$ cat config.mk
export PLATFORM = sky130hd
export DESIGN_NAME = lsu_ctrl
export DESIGN_NICKNAME = d
export VERILOG_FILES = /design/src/rtl/lsu_pkg.sv /design/src/rtl/load_ext.sv /design/src/rtl/lsu_ctrl.sv
export SDC_FILE = /design/constraint.sdc
export NUM_CORES = 1
export LEC_CHECK = 0
export ABC_CLOCK_PERIOD_IN_PS = 2790
export BUFFER_PORTS_ARGS = -buffer_cell sky130_fd_sc_hd__buf_4
export CAP_MARGIN = 20
export CORE_MARGIN = 3
export CORE_UTILIZATION = 50
export CTS_CLUSTER_DIAMETER = 200
export CTS_CLUSTER_SIZE = 25
export DETAILED_ROUTE_END_ITERATION = 10
export PLACE_DENSITY = 0.84
export SYNTH_ARGS = -nofsm -noshare
export SYNTH_HDL_FRONTEND = slang
export SYNTH_SLANG_ARGS = --single-unit
$ cat constraint.sdc
create_clock -name clk -period 2.79 [get_ports clk]
set_input_delay 0.558 -clock clk [delete_from_list [all_inputs] [get_ports clk]]
set_output_delay 0.558 -clock clk [all_outputs]
set_load 0.05 [all_outputs]
$ cat src/rtl/lsu_pkg.sv
// Shared types for the load/store sequencer: FSM states, RISC-V width
// codes, load extension codes and the request legality helpers.
package lsu_pkg;

  typedef enum logic [1:0] {
    ST_IDLE = 2'b00,
    ST_REQ  = 2'b01,
    ST_WAIT = 2'b10,
    ST_RESP = 2'b11
  } state_e;

  localparam logic [2:0] F3_B  = 3'b000;
  localparam logic [2:0] F3_H  = 3'b001;
  localparam logic [2:0] F3_W  = 3'b010;
  localparam logic [2:0] F3_BU = 3'b100;
  localparam logic [2:0] F3_HU = 3'b101;

  typedef enum logic [2:0] {
    EXT_ZB = 3'b000,
    EXT_ZH = 3'b001,
    EXT_SB = 3'b010,
    EXT_SH = 3'b011,
    EXT_W  = 3'b100
  } ext_e;

  // True when the width code exists for the direction and the address is
  // naturally aligned for that width.
  function automatic logic req_legal(input logic we, input logic [2:0] f3,
                                     input logic [1:0] lo);
    logic ok;
    ok = 1'b0;
    case (f3)
      F3_B:  ok = 1'b1;
      F3_H:  ok = (lo[0] == 1'b0);
      F3_W:  ok = (lo == 2'b00);
      F3_BU: ok = !we;
      F3_HU: ok = !we && (lo[0] == 1'b0);
      default: ok = 1'b0;
    endcase
    return ok;
  endfunction

  // Maps a load width code to the extension applied to the shifted word.
  function automatic ext_e ext_code(input logic [2:0] f3);
    ext_e e;
    e = EXT_W;
    case (f3)
      F3_B:  e = EXT_SB;
      F3_H:  e = EXT_SH;
      F3_W:  e = EXT_W;
      F3_BU: e = EXT_ZB;
      F3_HU: e = EXT_ZH;
      default: e = EXT_W;
    endcase
    return e;
  endfunction

endpackage

$ cat src/rtl/load_ext.sv
// Sign/zero extension of a load word already shifted so the addressed
// byte or halfword sits in the low lanes.
module load_ext
  import lsu_pkg::*;
(
  input  logic [31:0] shifted_i,
  input  ext_e        ext_i,
  output logic [31:0] result_o
);

  // Select the extension for the requested width.
  always_comb begin
    result_o = 32'h0;
    case (ext_i)
      EXT_ZB: result_o = {24'h0, shifted_i[7:0]};
      EXT_ZH: result_o = {16'h0, shifted_i[15:0]};
      EXT_SB: result_o = {{24{shifted_i[7]}}, shifted_i[7:0]};
      EXT_SH: result_o = {{16{shifted_i[15]}}, shifted_i[15:0]};
      EXT_W:  result_o = shifted_i;
      default: result_o = 32'h0;
    endcase
  end

endmodule

$ cat src/rtl/lsu_ctrl.sv
// Load/store sequencer: one request at a time onto a word-addressed
// valid/ready data bus, with store lane alignment, load extension,
// a bus-progress timeout and a one-cycle response pulse.
//
// Handshakes: the core request is taken on req_valid & req_ready (ready
// only in IDLE); the bus request is taken on mem_valid & mem_ready, and
// mem_valid with its address/data/strobes stays stable until then; load
// data is taken on mem_rvalid while waiting; resp_valid cannot be stalled.
module lsu_ctrl
  import lsu_pkg::*;
#(
  parameter int TIMEOUT = 255
) (
  input  logic        clk,
  input  logic        reset,
  input  logic        req_valid,
  output logic        req_ready,
  input  logic        req_we,
  input  logic [2:0]  req_funct3,
  input  logic [31:0] req_addr,
  input  logic [31:0] req_wdata,
  output logic        resp_valid,
  output logic        resp_err,
  output logic [31:0] resp_rdata,
  output logic        mem_valid,
  input  logic        mem_ready,
  output logic        mem_we,
  output logic [31:0] mem_addr,
  output logic [31:0] mem_wdata,
  output logic [3:0]  mem_wstrb,
  input  logic        mem_rvalid,
  input  logic [31:0] mem_rdata,
  output state_e      dbg_state
);

  localparam int CW = $clog2(TIMEOUT + 1);
  localparam logic [CW-1:0] TO_LAST = CW'(TIMEOUT - 1);

  state_e        state_q;
  logic [CW-1:0] cnt_q;
  logic          we_q;
  logic [1:0]    off_q;
  ext_e          ext_q;

  logic          req_ready_q;
  logic          resp_valid_q;
  logic          resp_err_q;
  logic [31:0]   resp_rdata_q;
  logic          mem_valid_q;
  logic          mem_we_q;
  logic [31:0]   mem_addr_q;
  logic [31:0]   mem_wdata_q;
  logic [3:0]    mem_wstrb_q;

  logic [31:0]   st_wdata_d;
  logic [3:0]    st_wstrb_d;
  logic          legal_d;
  logic [31:0]   rd_shifted;
  logic [31:0]   rd_ext;

  // Store lane replication and byte strobes for the incoming request.
  always_comb begin
    st_wdata_d = 32'h0;
    st_wstrb_d = 4'b0000;
    case (req_funct3)
      F3_B: begin
        st_wdata_d = {4{req_wdata[7:0]}};
        st_wstrb_d = 4'b0001 << req_addr[1:0];
      end
      F3_H: begin
        st_wdata_d = {2{req_wdata[15:0]}};
        st_wstrb_d = 4'b0011 << req_addr[1:0];
      end
      F3_W: begin
        st_wdata_d = req_wdata;
        st_wstrb_d = 4'b1111;
      end
      default: begin
        st_wdata_d = 32'h0;
        st_wstrb_d = 4'b0000;
      end
    endcase
  end

  assign legal_d    = req_legal(req_we, req_funct3, req_addr[1:0]);
  assign rd_shifted = mem_rdata >> {off_q, 3'b000};

  load_ext u_load_ext (
    .shifted_i (rd_shifted),
    .ext_i     (ext_q),
    .result_o  (rd_ext)
  );

  // Sequencer FSM with its timeout counter and all registered outputs.
  always_ff @(posedge clk or negedge reset) begin
    if (!reset) begin
      state_q      <= ST_IDLE;
      cnt_q        <= '0;
      we_q         <= 1'b0;
      off_q        <= 2'b00;
      ext_q        <= EXT_W;
      req_ready_q  <= 1'b1;
      resp_valid_q <= 1'b0;
      resp_err_q   <= 1'b0;
      resp_rdata_q <= 32'h0;
      mem_valid_q  <= 1'b0;
      mem_we_q     <= 1'b0;
      mem_addr_q   <= 32'h0;
      mem_wdata_q  <= 32'h0;
      mem_wstrb_q  <= 4'b0000;
    end else begin
      case (state_q)
        ST_IDLE: begin
          if (req_valid) begin
            we_q        <= req_we;
            off_q       <= req_addr[1:0];
            ext_q       <= ext_code(req_funct3);
            cnt_q       <= '0;
            req_ready_q <= 1'b0;
            if (legal_d) begin
              state_q     <= ST_REQ;
              mem_valid_q <= 1'b1;
              mem_we_q    <= req_we;
              mem_addr_q  <= {req_addr[31:2], 2'b00};
              mem_wdata_q <= req_we ? st_wdata_d : 32'h0;
              mem_wstrb_q <= req_we ? st_wstrb_d : 4'b0000;
            end else begin
              state_q      <= ST_RESP;
              resp_valid_q <= 1'b1;
              resp_err_q   <= 1'b1;
            end
          end
        end

        ST_REQ: begin
          if (mem_ready || (cnt_q == TO_LAST)) begin
            // Bus request ends either way; clear its payload with it.
            mem_valid_q <= 1'b0;
            mem_we_q    <= 1'b0;
            mem_addr_q  <= 32'h0;
            mem_wdata_q <= 32'h0;
            mem_wstrb_q <= 4'b0000;
            cnt_q       <= '0;
            if (!mem_ready) begin
              state_q      <= ST_RESP;
              resp_valid_q <= 1'b1;
              resp_err_q   <= 1'b1;
            end else if (we_q) begin
              state_q      <= ST_RESP;
              resp_valid_q <= 1'b1;
            end else begin
              state_q <= ST_WAIT;
            end
          end else begin
            cnt_q <= cnt_q + 1'b1;
          end
        end

        ST_WAIT: begin
          if (mem_rvalid) begin
            state_q      <= ST_RESP;
            resp_valid_q <= 1'b1;
            resp_rdata_q <= rd_ext;
          end else if (cnt_q == TO_LAST) begin
            state_q      <= ST_RESP;
            resp_valid_q <= 1'b1;
            resp_err_q   <= 1'b1;
          end else begin
            cnt_q <= cnt_q + 1'b1;
          end
        end

        ST_RESP: begin
          state_q      <= ST_IDLE;
          resp_valid_q <= 1'b0;
          resp_err_q   <= 1'b0;
          resp_rdata_q <= 32'h0;
          req_ready_q  <= 1'b1;
        end

        default: state_q <= ST_IDLE;
      endcase
    end
  end

  assign req_ready  = req_ready_q;
  assign resp_valid = resp_valid_q;
  assign resp_err   = resp_err_q;
  assign resp_rdata = resp_rdata_q;
  assign mem_valid  = mem_valid_q;
  assign mem_we     = mem_we_q;
  assign mem_addr   = mem_addr_q;
  assign mem_wdata  = mem_wdata_q;
  assign mem_wstrb  = mem_wstrb_q;
  assign dbg_state  = state_q;

endmodule
==> PnR_summary.wiki, run 1 <==
{| class="wikitable"
! Metric !! Value
|-
| Run status || complete, no violations
|-
| Fraction of the yosys area taken by sequential cells || 0.4949
|-
| Die X-Extent || 115.7 um
|-
| Top flip-flop cell by instance count after synthesis || sky130_fd_sc_hd__dfrtp_1
|-
| Number of placement rows || 39
|-
| Clock network power share || 0.212
|-
| Data arrival time of the critical path || 2.71 ns
|-
| List of most frequent post-synthesis cells || sky130_fd_sc_hd__dfrtp_1 (117), sky130_fd_sc_hd__nor2b_1 (45), sky130_fd_sc_hd__mux2_2 (44), sky130_fd_sc_hd__a21oi_1 (34), sky130_fd_sc_hd__mux2i_1 (32)
|-
| Count of buffers added by post-CTS timing repair for setup || 0
|-
| Startpoint of the worst register-to-register path || dbg_state[0]
|-
| Slowest cell delay on critical path || 0.54 ns
|-
| Number of hold-repair buffers added at the cts stage || 0
|-
| Number of DRC violations after detailed routing || 0
|-
| Required time of the worst setup path || 3.06 ns
|-
| Launch point of the critical path || dbg_state[0]
|-
| Cells along the critical path || inv_1 -> ha_1 -> or3b_2 -> a2111oi_4 -> nand2_1 -> o311ai_0
|-
| Normalized max-slew margin || 0.5620
|-
| Number of distinct library cell variants in the gate-level netlist after synthesis || 53
|-
| Pint || 5076 uW
|-
| Final critical-path required period || 2.444 ns
|-
| Wire per inst || 18.94 um
|-
| Maximum number of pins on one net before global-route repair || 69
|-
| Dpl ws || 0.3151 ns
|-
| Die footprint || 13400 um^2
|-
| # placed instances || 875
|-
| Later-pin clock latency in the skew report || 0.41 ns
|-
| Number of global-route vias before repair || 5310
|-
| Via count || 5277
|-
| Proportion of synthesized flip-flops having asynchronous set or reset || 1.000
|-
| Clock root cell || sky130_fd_sc_hd__clkbuf_16
|-
| Flops & latches, synth || 119
|-
| NumNets Final || 863
|-
| Number of H-tree levels || 4
|-
| Number of ports placed on the die boundary || 212
|-
| Placeable Area || 11610 um^2
|-
| Total of endpoints with negative setup slack in the final report || 0
|-
| Actual transition at the worst max-transition pin || 0.6387 ns
|-
| Max-Cap Viols || 0
|-
| Worst Setup EP || cnt_q[3]
|-
| Comb power frac || 0.512
|-
| CTS tree || yes
|-
| Net load switching power || 4205 uW
|-
| Area growth, synth to finish || 38.15%
|-
| Post-Synthesis Cell Area || 6022 um^2
|-
| Total buffers and inverters traversed by the critical path || 1
|-
| Top achievable clock speed || 0.4092 GHz
|-
| Synth top area share || 0.4862
|-
| Sequential Power Share || 0.277
|-
| Global-route wire length before repair || 27080 um
|-
| Number of synthesized flops with an enable pin || 0
|-
| Routability Congestion || 0.8786
|-
| Proportion of layout cells with a drive suffix above 1 || 0.4175
|-
| Antenna diode instance count || 0
|-
| # resized after CTS || 0
|-
| Gate count after technology mapping || 540
|-
| Number of buffers between clock root and the deepest sink || 2
|-
| Buffers on Ports || 209
|-
| Routed vias/inst || 5.818
|-
| Launching element type of the critical path || flip-flop
|-
| Maximum ir drop on the vdd rail || 0.8140 mV
|-
| Setup crit end kind || flip-flop
|-
| Depth of the worst register-to-register path || 6
|-
| Cell leakage power || 0.004093 uW
|-
| Skew final || 0.009197 ns
|-
| Number of pins exceeding their max-slew limit in the final report || 0
|-
| Post-detailed-placement half-perimeter wirelength || 12730 um
|-
| Drt first-iter violations || 475
|-
| Cell accounting for the most synthesized area || sky130_fd_sc_hd__dfrtp_1
|-
| Leading cell types by total area after synthesis || sky130_fd_sc_hd__dfrtp_1 (49%), sky130_fd_sc_hd__mux2_2 (8.2%), sky130_fd_sc_hd__mux2i_1 (5.3%)
|-
| Number of optimization iterations in the first detailed-route pass || 5
|-
| Least setup slack across all paths after layout || 0.3465 ns
|-
| Most used standard cell by instance count after synthesis || sky130_fd_sc_hd__dfrtp_1
|-
| Peak fanout along the critical path || 11
|-
| Pwr Density || 1116 nW/um^2
|-
| Worst Hold Class || in2async
|-
| Die extent in y || 115.7 um
|-
| Setup slack of the worst register-to-register path || 0.35 ns
|-
| Cell family with most CP delay || compound AO/OA/AOI/OAI gates
|-
| Cell with the largest stage delay on the worst path || sky130_fd_sc_hd__or3b_2
|-
| Utilization after layout || 0.7163
|-
| Number of standard cells in the final layout excluding fillers || 907
|-
| Synthesized area per cell || 11.15 um^2
|-
| Final ANT Viol Nets || 0
|-
| Destination of the worst register-to-register timing path || cnt_q[3]
|-
| Initial antenna violation count || 0
|-
| Clock transition at the registers of the reported paths || 0.06 ns
|-
| Ys Warns || 0
|-
| Share of the cycle needed by the critical path after routing || 0.8758
|-
| Setup TNS || 0 ns
|-
| Switching share of total power || 0.4531
|-
| Hold violation total from the final report || 0
|-
| Setup CP Type || reg2reg
|-
| RSZ-0062 raised after global routing || false
|-
| Number of gates on the worst path with buffers counted || 6
|-
| Total routing resource utilization after global routing || 0.2566
|-
| Starting utilization of the core area || 0.5185
|-
| Remaining global-route overflow || 0
|-
| Inserted Clock Buffers || 17
|-
| DRT Wirelength || 17180 um
|-
| Number of clock sinks || 119
|}
==> layout by cell type (no fill, tap or decap), drive strengths merged, types with 23 or more instances in the layout <==
| cell | count |
|---|---|
| o21ai | 23 |
| nor2b | 45 |
| mux2 | 44 |
| o2bb2ai | 26 |
| dfrtp | 117 |
| a21oi | 34 |
| nor2 | 23 |
| buf | 229 |
| mux2i | 32 |
| nand2 | 23 |
==> per-stage QoR <==
| step | total power, uW | hold WS (ns) | cell area [um^2] |
|---|---|---|---|
| after detailed placement | 7320 | 0.4668 | 7776 |
| after global placement | 7164 | 0.4655 | 7776 |
| after global routing | 9732 | 0.1653 | 8319 |
| after floorplan | 5898 | 0.2624 | 6026 |
| after CTS | 9315 | 0.1416 | 8319 |
| final | 9281 | 0.1334 | 8319 |
==> cells by family after synthesis <==
family / count (synthesis) / share of synthesized area
buffers and inverters: 55 / 0.04031
flip-flops: 119 / 0.4949
AND/OR/NAND/NOR: 125 / 0.1153
adder cells (fa/ha/maj): 7 / 0.01454
other: 1 / 0.0006227
multiplexers: 78 / 0.1429
AO/OA/AOI/OAI: 155 / 0.1914
==> flip-flops by register name (all words and copies together), names as in the netlist <==
| register | cells |
|---|---|
| resp_rdata | 32 |
| ext_q | 3 |
| resp_err | 1 |
| mem_valid | 1 |
| off_q | 2 |
| mem_addr | 30 |
| dbg_state | 2 |
| cnt_q | 8 |
| mem_wdata | 32 |
| mem_we | 1 |
| we_q | 1 |
| resp_valid | 1 |
| req_ready | 1 |
| mem_wstrb | 4 |
==> how the worst min path moves through the flow <==
stage	to	slack, ns	cells past startpoint	start
after floorplan	cnt_q[0]	0.26	0	reset
final	resp_rdata[7]	0.13	1	reset
after global placement	resp_rdata[6]	0.47	2	resp_rdata[6]
after detailed placement	mem_we	0.47	1	mem_we
after CTS	resp_rdata[7]	0.14	1	reset
after global routing	resp_rdata[12]	0.17	1	reset
==> power groups by stage <==
stage / Clock [uW] / Combinational (uW) / Sequential, uW
final: 1970 / 4750 / 2570
after global placement: 0 / 4610 / 2550
after detailed placement: 0 / 4740 / 2580
after global routing: 2080 / 5030 / 2630
after CTS: 2000 / 4750 / 2560
after floorplan: 0 / 1990 / 3910
==> cell type report <==
cell class              count  area [um^2]
flip-flops and latches    119         2980
clock buffers              18        439.2
inverters                  17        63.81
clock inverters            14        103.9
well taps                 143        178.9
fillers                   820         3294
repair buffers            229         1744
multi-input cells         367         2809
==> metal layers <==
metal	up-vias	global-route usage	share of wire
li1	2411	-	-
met1	2581	0.3387	0.41
met2	256	0.4109	0.48
met3	29	0.06997	0.088
met4	0	0.09203	0.020
met5	-	0	0
(Power assumes the default switching activity.)
==> inputs of run 2 (changes only) <==
--- a/config.mk
+++ b/config.mk
@@ -8,6 +8,7 @@
 export ABC_CLOCK_PERIOD_IN_PS = 2790
 export BUFFER_PORTS_ARGS = -buffer_cell sky130_fd_sc_hd__buf_4
 export CAP_MARGIN = 20
+export CORE_ASPECT_RATIO = 1.4
 export CORE_MARGIN = 3
 export CORE_UTILIZATION = 50
 export CTS_CLUSTER_DIAMETER = 200
==> run 2 against run 1 <==
  * Worst setup slack got worse by 0.16 ns
  * Via count down 0.19%
  * Sequential power about the same
  * Maximum frequency is 6.1% lower
  * Count of clock-buffer cells in the layout shrank 1
  * Sequential cell count is the same
  * Critical path depth unchanged
  * Clock power is 11% higher
  * Die area is 0.14% higher
  * Total power is 1.8% higher
  * Global-route usage fell by 0.12 points
  * Register-to-register slack got worse by 0.16 ns
==> PnR_summary.wiki, run 2 (same netlist as run 1, synthesis figures left out) <==
{| class="wikitable"
! Metric !! Value
|-
| Hold violation total from the final report || 0
|-
| Number of buffers between clock root and the deepest sink || 2
|-
| Data arrival time of the critical path || 2.88 ns
|-
| Final ANT Viol Nets || 0
|-
| Post-detailed-placement half-perimeter wirelength || 12520 um
|-
| RSZ-0062 raised after global routing || false
|-
| Comb power frac || 0.500
|-
| Wire per inst || 19.05 um
|-
| Net load switching power || 4219 uW
|-
| GR Util met3 || 0.05903
|-
| Met2 routing resource usage after global routing || 0.4496
|-
| Count of buffers added by post-CTS timing repair for setup || 0
|-
| Max-Cap Viols || 0
|-
| Sequential cell area in the final layout || 2980 um^2
|-
| Utilization after layout || 0.7199
|-
| Clock network power share || 0.231
|-
| Antenna diode instance count || 0
|-
| Peak fanout along the critical path || 11
|-
| Pint || 5230 uW
|-
| Number of global-route vias before repair || 5493
|-
| Switching share of total power || 0.4465
|-
| Number of clock sinks || 119
|-
| Setup CP Type || reg2reg
|-
| Actual transition at the worst max-transition pin || 0.6508 ns
|-
| Area growth, synth to finish || 38.29%
|-
| Setup crit end kind || flip-flop
|-
| CTS tree || yes
|-
| # fillers || 833
|-
| Met1 track utilization from global routing || 0.2950
|-
| Initial antenna violation count || 0
|-
| Global-route wire length before repair || 27280 um
|-
| Die X-Extent || 98.75 um
|-
| Number of ports placed on the die boundary || 212
|-
| Required time of the worst setup path || 3.07 ns
|-
| Drt first-iter violations || 273
|-
| Die extent in y || 135.9 um
|-
| Routability Congestion || 0.9332
|-
| Via count || 5267
|-
| Launching element type of the critical path || flip-flop
|-
| Share of the cycle needed by the critical path after routing || 0.9325
|-
| Number of optimization iterations in the first detailed-route pass || 6
|-
| Normalized max-slew margin || 0.5661
|-
| Clock transition at the registers of the reported paths || 0.06 ns
|-
| Maximum ir drop on the vdd rail || 0.7993 mV
|-
| Number of hold-repair buffers added at the cts stage || 0
|-
| Die footprint || 13420 um^2
|-
| Starting utilization of the core area || 0.5205
|-
| Maximum number of pins on one net before global-route repair || 120
|-
| Number of H-tree levels || 4
|-
| GR peak layer || met2
|-
| Setup TNS || 0 ns
|-
| Area used by multi-input combinational logic || 2806 um^2
|-
| Final critical-path required period || 2.602 ns
|-
| Later-pin clock latency in the skew report || 0.41 ns
|-
| Sequential Power Share || 0.269
|-
| Remaining global-route overflow || 0
|-
| Final-layout worst hold slack || 0.2150 ns
|-
| # resized after CTS || 0
|-
| Placeable Area || 11570 um^2
|-
| Most used cells in the layout excluding fill and tap cells || sky130_fd_sc_hd__buf_4 (224), sky130_fd_sc_hd__dfrtp_1 (117), sky130_fd_sc_hd__nor2b_1 (45)
|-
| Most common cell after layout, fill and taps aside || sky130_fd_sc_hd__buf_4
|-
| Number of pins exceeding their max-slew limit in the final report || 0
|-
| Number of standard cells in the final layout excluding fillers || 904
|-
| Run status || complete, no violations
|-
| Setup slack of the worst register-to-register path || 0.19 ns
|-
| Clock root cell || sky130_fd_sc_hd__clkbuf_16
|-
| DRT Wirelength || 17220 um
|-
| Total of endpoints with negative setup slack in the final report || 0
|-
| Inserted Clock Buffers || 17
|-
| Number of DRC violations after detailed routing || 0
|-
| Pwr Density || 1135 nW/um^2
|-
| Cell leakage power || 0.004104 uW
|-
| Proportion of layout cells with a drive suffix above 1 || 0.4132
|-
| Routed vias/inst || 5.826
|-
| Number of placement rows || 46
|-
| Top achievable clock speed || 0.3844 GHz
|-
| Total routing resource utilization after global routing || 0.2554
|-
| Buffers on Ports || 209
|-
| # placed instances || 872
|-
| Skew final || 0.009002 ns
|-
| NumNets Final || 859
|-
| Worst Hold Class || in2async
|}
==> run 2: cell count changes in the layout (fill, tap and decap cells not counted), moves of 2 or more <==
| cell | previous run | this run |
|---|---|---|
| sky130_fd_sc_hd__clkinv_2 | 3 | 1 |
| sky130_fd_sc_hd__clkinvlp_4 | 6 | 2 |
| sky130_fd_sc_hd__inv_6 | 1 | 4 |
| sky130_fd_sc_hd__buf_4 | 227 | 224 |
| sky130_fd_sc_hd__bufinv_16 | 0 | 2 |
==> run 2: worst max-delay path, cell delays in order (launching register included) <==
cell and delay, ns:
sky130_fd_sc_hd__dfrtp_1 0.42, sky130_fd_sc_hd__inv_1 0.12, sky130_fd_sc_hd__ha_1 0.35, sky130_fd_sc_hd__or3b_2 0.53, sky130_fd_sc_hd__a2111oi_4 0.54, sky130_fd_sc_hd__nand2_1 0.15
sky130_fd_sc_hd__o311ai_0 0.37
==> run 2: final cells by class <==
type,count,share of cell area
clock inverter,15,0.02043
multi-input combinational,367,0.3370
tap,144,0.02163
sequential,119,0.3579
clock buffer,17,0.05108
inverter,17,0.007662
timing repair buffer,225,0.2043
==> run 2: stage by stage <==
step,setup WS (ns),power [uW],cell area [um^2]
2_1_floorplan,0.2794,5898,6026
3_3_place_gp,0.4183,7116,7732
6_report,0.1883,9450,8328
4_1_cts,0.1801,9482,8328
5_1_grt,0.05157,9893,8328
3_5_place_dp,0.1428,7268,7732
==> run 2: routing by layer <==
metal	share of wire	vias to the layer above
li1	-	2404
met1	0.37	2555
met2	0.53	271
met3	0.082	37
met4	0.027	0
met5	0	-
==> run 2: worst paths after layout <==
| check | startpoint | end | depth (start not counted) |
|---|---|---|---|
| max reg2reg | dbg_state[0] | cnt_q[3] | 6 |
| max | dbg_state[0] | cnt_q[3] | 6 |
| max in group asynchronous | reset | we_q | 2 |
| min reg2reg | mem_we | mem_we | 1 |
| min | reset | resp_rdata[13] | 2 |
| min in group clk | req_wdata[6] | mem_wdata[6] | 2 |
==> run 2: power groups by stage <==
| stage | Combinational (uW) | Clock, uW | Sequential, uW |
|---|---|---|---|
| 2_1_floorplan | 1990 | 0 | 3910 |
| 3_3_place_gp | 4580 | 0 | 2530 |
| 3_5_place_dp | 4700 | 0 | 2560 |
| 4_1_cts | 4740 | 2200 | 2540 |
| 5_1_grt | 5010 | 2280 | 2600 |
| 6_report | 4730 | 2180 | 2540 |
==> inputs of run 3 (changes only) <==
--- a/config.mk
+++ b/config.mk
@@ -5,16 +5,17 @@
 export SDC_FILE = /design/constraint.sdc
 export NUM_CORES = 1
 export LEC_CHECK = 0
+export ABC_AREA = 1
 export ABC_CLOCK_PERIOD_IN_PS = 2790
 export BUFFER_PORTS_ARGS = -buffer_cell sky130_fd_sc_hd__buf_4
 export CAP_MARGIN = 20
 export CORE_ASPECT_RATIO = 1.4
 export CORE_MARGIN = 3
-export CORE_UTILIZATION = 50
+export CORE_UTILIZATION = 35
 export CTS_CLUSTER_DIAMETER = 200
 export CTS_CLUSTER_SIZE = 25
 export DETAILED_ROUTE_END_ITERATION = 10
-export PLACE_DENSITY = 0.84
+export PLACE_DENSITY = 0.63
 export SYNTH_ARGS = -nofsm -noshare
 export SYNTH_HDL_FRONTEND = slang
 export SYNTH_SLANG_ARGS = --single-unit
==> run 3 against run 2 <==
  * Register-to-register slack improved by 0.38 ns
  * Final area rose by 6.6%
  * Sequential share of layout area fell by 2.2 points
  * Via count rose by 21%
  * Maximum frequency rose by 17%
  * Worst hold slack got worse by 0.12 ns
==> PnR_summary.wiki, run 3 <==
{| class="wikitable"
! Metric !! Value
|-
| Maximum number of pins on one net before global-route repair || 71
|-
| Setup TNS || 0 ns
|-
| Cells along the critical path || inv_1 -> ha_1 -> nand2_1 -> nand2_1 -> clkinv_2 -> nand2_4 -> buf_4 -> nand2_1 -> o21ai_2
|-
| Total routing resource utilization after global routing || 0.1987
|-
| Count of buffers added by post-CTS timing repair for setup || 0
|-
| Cell leakage power || 0.004914 uW
|-
| NumNets Final || 1185
|-
| Number of global-route vias before repair || 6063
|-
| Fraction of the yosys area taken by sequential cells || 0.4531
|-
| Launching element type of the critical path || flip-flop
|-
| Normalized max-slew margin || 0.5245
|-
| Inserted Clock Buffers || 17
|-
| Hold violation total from the final report || 0
|-
| Sequential Power Share || 0.247
|-
| Net load switching power || 5883 uW
|-
| Peak fanout along the critical path || 33
|-
| CTS tree || yes
|-
| Flops & latches, synth || 119
|-
| Pint || 5553 uW
|-
| Drt first-iter violations || 558
|-
| Clock transition at the registers of the reported paths || 0.06 ns
|-
| Most common cell after layout, fill and taps aside || sky130_fd_sc_hd__nand2_1
|-
| Area growth, synth to finish || 34.98%
|-
| Share of the cycle needed by the critical path after routing || 0.7973
|-
| Proportion of synthesized flip-flops having asynchronous set or reset || 1.000
|-
| Cell accounting for the most synthesized area || sky130_fd_sc_hd__dfrtp_1
|-
| Die extent in y || 168.2 um
|-
| Routed vias/inst || 4.802
|-
| Required time of the worst setup path || 3.13 ns
|-
| Clock root cell || sky130_fd_sc_hd__clkbuf_16
|-
| Number of buffers between clock root and the deepest sink || 2
|-
| RSZ-0062 raised after global routing || false
|-
| Skew final || 0.01082 ns
|-
| Remaining global-route overflow || 0
|-
| Setup slack of the worst register-to-register path || 0.57 ns
|-
| Clock network power share || 0.191
|-
| Die footprint || 20500 um^2
|-
| Die X-Extent || 121.9 um
|-
| List of most frequent post-synthesis cells || sky130_fd_sc_hd__nand2_1 (362), sky130_fd_sc_hd__dfrtp_1 (117), sky130_fd_sc_hd__inv_1 (52), sky130_fd_sc_hd__nand3_1 (52), sky130_fd_sc_hd__nor2_1 (52)
|-
| Routability Congestion || 0.9138
|-
| Top achievable clock speed || 0.4496 GHz
|-
| Number of pins exceeding their max-slew limit in the final report || 0
|-
| CP dominant cell by count || sky130_fd_sc_hd__nand2_1
|-
| Initial antenna violation count || 0
|-
| Post-detailed-placement half-perimeter wirelength || 15050 um
|-
| Number of ports placed on the die boundary || 212
|-
| Number of distinct library cell variants in the gate-level netlist after synthesis || 32
|-
| Data arrival time of the critical path || 2.57 ns
|-
| Synthesized area per cell || 7.483 um^2
|-
| DRT Wirelength || 20160 um
|-
| Final critical-path required period || 2.224 ns
|-
| Synth top area share || 0.4451
|-
| Most used standard cell by instance count after synthesis || sky130_fd_sc_hd__nand2_1
|-
| Launch point of the critical path || dbg_state[0]
|-
| # resized after CTS || 0
|-
| Proportion of layout cells with a drive suffix above 1 || 0.2983
|-
| Comb power frac || 0.562
|-
| Via count || 6368
|-
| Number of optimization iterations in the first detailed-route pass || 7
|-
| Wire per inst || 15.21 um
|-
| Buffers on Ports || 209
|-
| Antenna diode instance count || 0
|-
| Number of H-tree levels || 4
|-
| Dpl ws || 0.4847 ns
|-
| Gate count after technology mapping || 879
|-
| Post-Synthesis Cell Area || 6578 um^2
|-
| Number of DRC violations after detailed routing || 0
|-
| Setup CP Type || reg2reg
|-
| Max-Cap Viols || 0
|-
| Slowest cell delay on critical path || 0.46 ns
|-
| Number of placement rows || 58
|-
| Number of synthesized flops with an enable pin || 0
|-
| Switching share of total power || 0.5144
|-
| Least setup slack across all paths after layout || 0.5657 ns
|-
| Worst Hold Class || in2async
|-
| Final-layout worst hold slack || 0.09149 ns
|-
| Ys Warns || 0
|-
| Run status || complete, no violations
|-
| Global-route wire length before repair || 32180 um
|-
| Startpoint of the worst register-to-register path || dbg_state[0]
|-
| Most used cells in the layout excluding fill and tap cells || sky130_fd_sc_hd__nand2_1 (362), sky130_fd_sc_hd__buf_4 (223), sky130_fd_sc_hd__dfrtp_1 (117)
|-
| Final ANT Viol Nets || 0
|-
| Top flip-flop cell by instance count after synthesis || sky130_fd_sc_hd__dfrtp_1
|-
| Maximum ir drop on the vdd rail || 0.6706 mV
|-
| Actual transition at the worst max-transition pin || 0.7085 ns
|-
| Number of hold-repair buffers added at the cts stage || 0
|-
| Leading cell types by total area after synthesis || sky130_fd_sc_hd__dfrtp_1 (45%), sky130_fd_sc_hd__nand2_1 (21%), sky130_fd_sc_hd__o21ai_2 (6.7%)
|-
| Cell with the largest stage delay on the worst path || sky130_fd_sc_hd__dfrtp_1
|-
| Setup crit end kind || flip-flop
|-
| Pwr Density || 1288 nW/um^2
|-
| Starting utilization of the core area || 0.3611
|-
| Later-pin clock latency in the skew report || 0.41 ns
|-
| Total of endpoints with negative setup slack in the final report || 0
|-
| Placeable Area || 18220 um^2
|-
| Number of clock sinks || 119
|}
run 3: routing by layer:
| layer | GRT usage | share of wire |
|---|---|---|
| met1 | 0.2470 | 0.41 |
| met2 | 0.3308 | 0.49 |
| met3 | 0.04973 | 0.068 |
| met4 | 0.07557 | 0.025 |
| met5 | 0 | 0 |
run 3: power by group through the flow:
stage / sequential, uW / combinational [uW] / clock, uW
floorplan: 4890 / 2610 / 0
global placement: 2850 / 6430 / 0
detailed placement: 2850 / 6490 / 0
CTS: 2840 / 6490 / 2230
global route: 2920 / 6940 / 2320
finish: 2830 / 6420 / 2190
run 3: worst paths after layout:
kind | to | depth (start not counted)
max in group asynchronous | ext_q[2] | 2
min in group clk | ext_q[1] | 2
worst min-delay path | resp_rdata[2] | 1
worst max register to register | mem_wdata[6] | 9
worst max-delay path | mem_wdata[6] | 9
worst min register to register | mem_valid | 2
run 3: worst max-delay path, delay by kind of cell, from the launching register on:
family	cells	cell delay, ns
AOI/OAI and AO/OA	1	0.07
adders and majority gates	1	0.29
buffers and inverters	3	0.66
DFF	1	0.46
and+or+nand+nor	4	0.66
run 3: cells by family (layout without fill, tap and decap cells):
kind of cell,after synthesis,count (layout),synth area share
AO/OA/AOI/OAI,149,149,0.1469
AND/OR/NAND/NOR,495,495,0.3049
adder cells (fa/ha/maj),7,7,0.01331
other,1,2,0.0005701
buffers and inverters,108,314,0.08122
flip-flops,119,119,0.4531
run 3: cell type report:
class	count	area, um^2
Clock buffer	17	425.4
Clock inverter	15	165.2
Fill cell	1835	9336
Inverter	57	217.7
Multi-Input combinational cell	653	3075
Sequential cell	119	2980
Tap cell	240	300.3
Timing Repair Buffer	225	1714
run 3: per-stage QoR:
stage	util	cells	total power [uW]	cell area [um^2]
final	0.4874	1326	11440	8879
after global routing	0.4874	1326	12180	8879
after CTS	0.4874	1326	11560	8879
after detailed placement	0.4550	1294	9334	8288
after global placement	0.4550	1294	9280	8288
after floorplan	-	880	7496	6581
